$ cat config.mk
export PLATFORM = sky130hd
export DESIGN_NAME = irq_injector
export DESIGN_NICKNAME = d
export VERILOG_FILES = /design/src/rtl/irq_injector.sv
export SDC_FILE = /design/constraint.sdc
export NUM_CORES = 1
export LEC_CHECK = 0
export ABC_AREA = 0
export BUFFER_PORTS_ARGS = -buffer_cell sky130_fd_sc_hd__buf_2
export CAP_MARGIN = 30
export CORE_ASPECT_RATIO = 1.2
export CORE_MARGIN = 2
export CORE_UTILIZATION = 50
export DETAILED_ROUTE_END_ITERATION = 16
export HOLD_SLACK_MARGIN = 0.08
export PLACE_DENSITY = 0.77
export SETUP_SLACK_MARGIN = 0.5
export SLEW_MARGIN = 5
export SYNTH_ARGS = -nofsm -noshare
export SYNTH_HDL_FRONTEND = slang
export SYNTH_SLANG_ARGS = --single-unit
export TNS_END_PERCENT = 30
$ cat constraint.sdc
create_clock -name clk -period 9.2 [get_ports clk]
set_clock_uncertainty 0.2 [all_clocks]
set_input_delay 1.84 -clock clk [delete_from_list [all_inputs] [get_ports clk]]
set_output_delay 1.84 -clock clk [all_outputs]
set_load 0.01 [all_outputs]
$ cat src/rtl/irq_injector.sv
// PC-triggered interrupt injector: steps through a trigger table and raises
// level (store-acknowledged) or fixed-width pulse interrupts on PC matches.
module irq_injector #(
  parameter int unsigned NUM_TRIG = 4,
  parameter int unsigned NUM_IRQ  = 6,
  parameter int unsigned PULSE_W  = 4,
  parameter logic [31:0] ACK_BASE = 32'h7F20,
  localparam int unsigned TW = (NUM_TRIG > 1) ? $clog2(NUM_TRIG) : 1,
  localparam int unsigned LW = (NUM_IRQ > 1) ? $clog2(NUM_IRQ) : 1
) (
  input  logic               clk,
  input  logic               reset,
  input  logic               start,
  input  logic               cfg_we,
  input  logic [TW-1:0]      cfg_idx,
  input  logic               cfg_valid,
  input  logic               cfg_mode,
  input  logic [LW-1:0]      cfg_line,
  input  logic [31:0]        cfg_pc,
  input  logic [31:0]        macroscopic_pc,
  input  logic [31:0]        m_data_addr,
  input  logic [3:0]         m_data_byteen,
  output logic [NUM_IRQ-1:0] irq,
  output logic               running,
  output logic               done,
  output logic [TW-1:0]      trig_ptr
);
  localparam int unsigned CW        = 8;
  localparam logic [31:0] ADDR_MASK = 32'hFFFF_FFFC;

  typedef enum logic [1:0] {IDLE, RUN, DONE} state_e;

  typedef struct packed {
    logic          valid;
    logic          mode;
    logic [LW-1:0] line;
    logic [31:0]   pc;
  } entry_t;

  state_e             state_q, state_d;
  logic [TW-1:0]      ptr_q, ptr_d;
  logic [NUM_IRQ-1:0] irq_q, irq_d;
  logic [NUM_IRQ-1:0] pulse_q, pulse_d;
  logic [CW-1:0]      cnt_q [NUM_IRQ];
  logic [CW-1:0]      cnt_d [NUM_IRQ];
  entry_t             tbl_q [NUM_TRIG];
  entry_t             tbl_d [NUM_TRIG];
  logic               running_q, done_q;

  entry_t             cur;
  logic [NUM_IRQ-1:0] cur_sel;
  logic [NUM_IRQ-1:0] ack_hit;
  logic               pc_match;
  logic               fire;

  assign cur      = tbl_q[ptr_q];
  assign pc_match = (macroscopic_pc & ADDR_MASK) == (cur.pc & ADDR_MASK);

  // Per-line decode of the current entry's target and of acknowledge stores
  always_comb begin
    for (int k = 0; k < NUM_IRQ; k++) begin
      cur_sel[k] = (cur.line == LW'(k));
      ack_hit[k] = (|m_data_byteen) &&
                   ((m_data_addr & ADDR_MASK) == ((ACK_BASE + 32'(4 * k)) & ADDR_MASK));
    end
  end

  // Next-state: table writes, line retirement, sequencing and firing
  always_comb begin
    state_d = state_q;
    ptr_d   = ptr_q;
    irq_d   = irq_q;
    pulse_d = pulse_q;
    cnt_d   = cnt_q;
    tbl_d   = tbl_q;
    fire    = 1'b0;

    for (int i = 0; i < NUM_TRIG; i++) begin
      if (cfg_we && (cfg_idx == TW'(i))) begin
        tbl_d[i].valid = cfg_valid && (32'(cfg_line) < NUM_IRQ);
        tbl_d[i].mode  = cfg_mode;
        tbl_d[i].line  = cfg_line;
        tbl_d[i].pc    = cfg_pc;
      end
    end

    // Pulse lines count down and ignore acks; level lines wait for their ack store
    for (int k = 0; k < NUM_IRQ; k++) begin
      if (irq_q[k]) begin
        if (pulse_q[k]) begin
          if (cnt_q[k] == '0) begin
            irq_d[k] = 1'b0;
          end else begin
            cnt_d[k] = cnt_q[k] - CW'(1);
          end
        end else if (ack_hit[k]) begin
          irq_d[k] = 1'b0;
        end
      end
    end

    if (start) begin
      state_d = RUN;
      ptr_d   = '0;
    end else begin
      case (state_q)
        RUN: begin
          if (!cur.valid) begin
            state_d = DONE;
          end else if (pc_match && !(|(irq_q & cur_sel))) begin
            fire = 1'b1;
            if (ptr_q == TW'(NUM_TRIG - 1)) begin
              state_d = DONE;
            end else begin
              ptr_d = ptr_q + TW'(1);
            end
          end
        end
        default: ;
      endcase
    end

    if (fire) begin
      for (int k = 0; k < NUM_IRQ; k++) begin
        if (cur_sel[k]) begin
          irq_d[k]   = 1'b1;
          pulse_d[k] = cur.mode;
          cnt_d[k]   = CW'(PULSE_W - 1);
        end
      end
    end
  end

  always_ff @(posedge clk or posedge reset) begin
    if (reset) begin
      state_q   <= IDLE;
      ptr_q     <= '0;
      irq_q     <= '0;
      pulse_q   <= '0;
      running_q <= 1'b0;
      done_q    <= 1'b0;
      for (int k = 0; k < NUM_IRQ; k++) cnt_q[k] <= '0;
      for (int i = 0; i < NUM_TRIG; i++) tbl_q[i] <= '0;
    end else begin
      state_q   <= state_d;
      ptr_q     <= ptr_d;
      irq_q     <= irq_d;
      pulse_q   <= pulse_d;
      cnt_q     <= cnt_d;
      tbl_q     <= tbl_d;
      running_q <= (state_d == RUN);
      done_q    <= (state_d == DONE);
    end
  end

  assign irq      = irq_q;
  assign running  = running_q;
  assign done     = done_q;
  assign trig_ptr = ptr_q;
endmodule

==> results.json <==
{
  "cts_tree": "built",
  "finalCriticalPeriod_ns": 4.05,
  "power.density_nw_per_um2": 193,
  "first_pass_iters": 4,
  "antenna_found_initial": 2,
  "clock_sink_count": 206,
  "cts-root-buf": "clkbuf_16",
  "num_rows": 56,
  "grt_max_degree": 106,
  "synth-edff-count": 0,
  "synthesis.nets": 905,
  "cts_setup_buffers": 0,
  "crit_family": "simple AND/OR/NAND/NOR gates",
  "final.fill_count": 1524,
  "hp-class": "reg -> reg",
  "crit_start": "trig_ptr[0]",
  "fin_crit_sh": 0.440,
  "timing.setup.tns_ns": 0,
  "synth_area_leaders": "dfrtp_1 (52%), mux2_2 (16%), mux4_2 (6.6%)",
  "peakVddDrop_mv": 0.190,
  "worst_setup_path_start_kind": "flop",
  "wl_per_cell_um": 17.5,
  "netlist_instances": 781,
  "cts.clk_slew.worst_paths_ns": 0.06,
  "ys_seq_area_frac": 0.517,
  "register_area_sq_um": 5160,
  "htreeDepth": 1,
  "slowest_delay_ns": 0.72,
  "multi_input_area_sq_um": 4600,
  "io_pins": 121,
  "avgSynthCellArea_sq_um": 12.8,
  "synth_ff_type": "dfrtp_1",
  "grt_pass1_vias": 6695,
  "synth.area.mux_share": 0.248,
  "relSlewSlack": 0.516,
  "hold_ws_ns": 0.283,
  "rr_startpoint": "trig_ptr[0]",
  "path_max_fanout": 27,
  "clk_path_buf_depth": 3,
  "holdBufCountCts": 0,
  "wl_um": 20600,
  "clk_latency_ns": 0.50,
  "yosys_warnings": 0,
  "dp_hpwl_um": 13800,
  "cp-end-kind": "flop",
  "setup_viol": 0,
  "synth_top_family_by_area": "multiplexers",
  "drcViolationCount": 0,
  "wl_met1_um": 8690,
  "synth_cell_type_count": 47,
  "path_buf_inv": 1,
  "postCtsResizedCells": 0,
  "synthAdderAreaFrac": 0.0163,
  "worstPathArrival_ns": 4.23,
  "leakage_nw": 5.11,
  "synthXorXnorAreaFrac": 0.0598,
  "die_w_um": 133,
  "worstPathRequired_ns": 9.38,
  "synth_top_area_cell": "dfrtp_1",
  "critPathKind": "reg -> reg",
  "routed_via_density": 5.49,
  "gr-total-overflow": 0,
  "nets": 1026,
  "rsz0062_at_grt": "no",
  "synth-simple-area-share": 0.114,
  "synth_compound_area_frac": 0.0231,
  "netlist_area_sq_um": 9960,
  "top_layer_used": "met5",
  "syn_to_final_growth_pct": 15.4,
  "cpMaxStageDelayCell": "nor4_4",
  "postRouteAntennaNets": 0,
  "drt-initial-drc-count": 365,
  "hold_violations": 0,
  "synth-seq-cells": 206,
  "wl_met3_um": 1210,
  "utilization": 0.588,
  "die_h_um": 159,
  "vias": 6482,
  "grt_usage": 0.202,
  "max_freq_mhz": 247,
  "crit_chain": "buf_4, mux4_2, xnor2_1, nand4_1, nor4_4, nand3_1, or2_4, mux2_4",
  "status": "completed",
  "port_buffers": 114,
  "min-delay-start": "tbl_q[73]",
  "grt_pass1_wl_um": 33800,
  "gp_congestion": 0.785,
  "cts_buffers": 23,
  "core-area_sq_um": 19500,
  "layout-drive-gt1-share": 0.379,
  "drv_cap": 0,
  "fp.dieArea_sq_um": 21100,
  "initial_utilization": 0.510,
  "met2WireLength_um": 10300,
  "synth_top_area_share": 0.517,
  "drv_slew": 0,
  "async_reset_ff_frac": 1.00,
  "worst_pin_slew_ns": 0.720
}
[final cells by class]
cell class / count / share of cell area
Tap cell: 261 / 0.0284
Antenna cell: 3 / 0.000653
Sequential cell: 206 / 0.449
Clock buffer: 33 / 0.0568
Multi-Input combinational cell: 530 / 0.400
Timing Repair Buffer: 122 / 0.0559
Inverter: 19 / 0.00686
Clock inverter: 6 / 0.00283
[Yosys cell counts (8+ instances only)]
library cell    n
dfrtp_1       206
mux2_2        141
nor2_1         65
nand2_1        62
xnor2_1        54
mux4_2         29
nand3_1        23
inv_1          19
nor4_1         16
xor2_1         14
ha_1           13
o21ai_0        13
clkbuf_1       11
a21oi_1        10
nand4_1        10
mux2i_1         9
nand3b_1        8
[per-stage QoR]
stage,cell area (sq um),std cells,worst slack [ns],power (mW)
floorplan,9960,781,1.54,1.30
global placement,10800,1137,4.82,1.38
detailed placement,10800,1138,4.80,1.40
CTS,11500,1177,5.07,2.25
global route,11500,1177,4.88,2.33
finish,11500,1180,5.15,2.22
[metal layers]
| layer | vias to the layer above | GRT usage |
|---|---|---|
| li1 | 3036 | - |
| met1 | 3275 | 0.253 |
| met2 | 141 | 0.360 |
| met3 | 28 | 0.0398 |
| met4 | 2 | 0.0533 |
| met5 | - | 0 |
[cell families after synthesis]
| family | after synthesis |
|---|---|
| XOR/XNOR | 68 |
| AO/OA/AOI/OAI | 38 |
| adder cells (fa/ha/maj) | 13 |
| AND/OR/NAND/NOR | 226 |
| flip-flops | 206 |
| buffers and inverters | 45 |
| multiplexers | 185 |
[registers in the layout, indices dropped and copies added, names as in the netlist]
signal / cells
cnt_q: 48
irq: 6
tbl_q: 140
running: 1
state_q: 2
done: 1
pulse_q: 6
trig_ptr: 2
[tightest hold or removal path, cell delays in order, from the launching register on]
cell,delay (ns)
dfrtp_1,0.34
nand2_1,0.05
o21ai_0,0.06
[layout by cell type (no fill, tap or decap), drive strengths merged, types with 2 or more instances in the layout]
cell,synthesis,routed
nor3,3,3
xor2,14,14
nand4,10,10
or3,3,3
inv,19,19
nor4,17,17
o211ai,2,2
nor4b,6,6
mux4,33,33
ha,13,13
xnor2,54,54
nand2b,6,6
or2,8,8
diode,0,3
nor3b,2,2
o311ai,2,2
clkbuf,11,33
nor2,65,65
nand2,63,63
clkinv,0,5
or4,6,6
buf,15,122
a21oi,10,10
dfrtp,206,206
o21ai,19,19
nand3,23,23
mux2i,9,9
nor4bb,2,2
nand3b,8,8
mux2,143,143
[worst paths after layout]
kind | end | slack [ns] | depth (start not counted)
max | pulse_q[2] | 5.15 | 8
min | tbl_q[73] | 0.28 | 2
max reg2reg | pulse_q[2] | 5.15 | 8
min reg2reg | tbl_q[73] | 0.28 | 2
max in group asynchronous | tbl_q[106] | 5.69 | 4
min in group asynchronous | state_q[1] | 1.28 | 2
[report_power, final]
group	internal, mW	total (mW)	switching [mW]	leakage [nW]
clock network	0.490	0.840	0.350	0.339
registers	1.03	1.08	0.0583	2.51
logic	0.175	0.298	0.123	2.27
total	1.69	2.22	0.532	5.11
No activity file was read; power rests on OpenSTA's default activity.
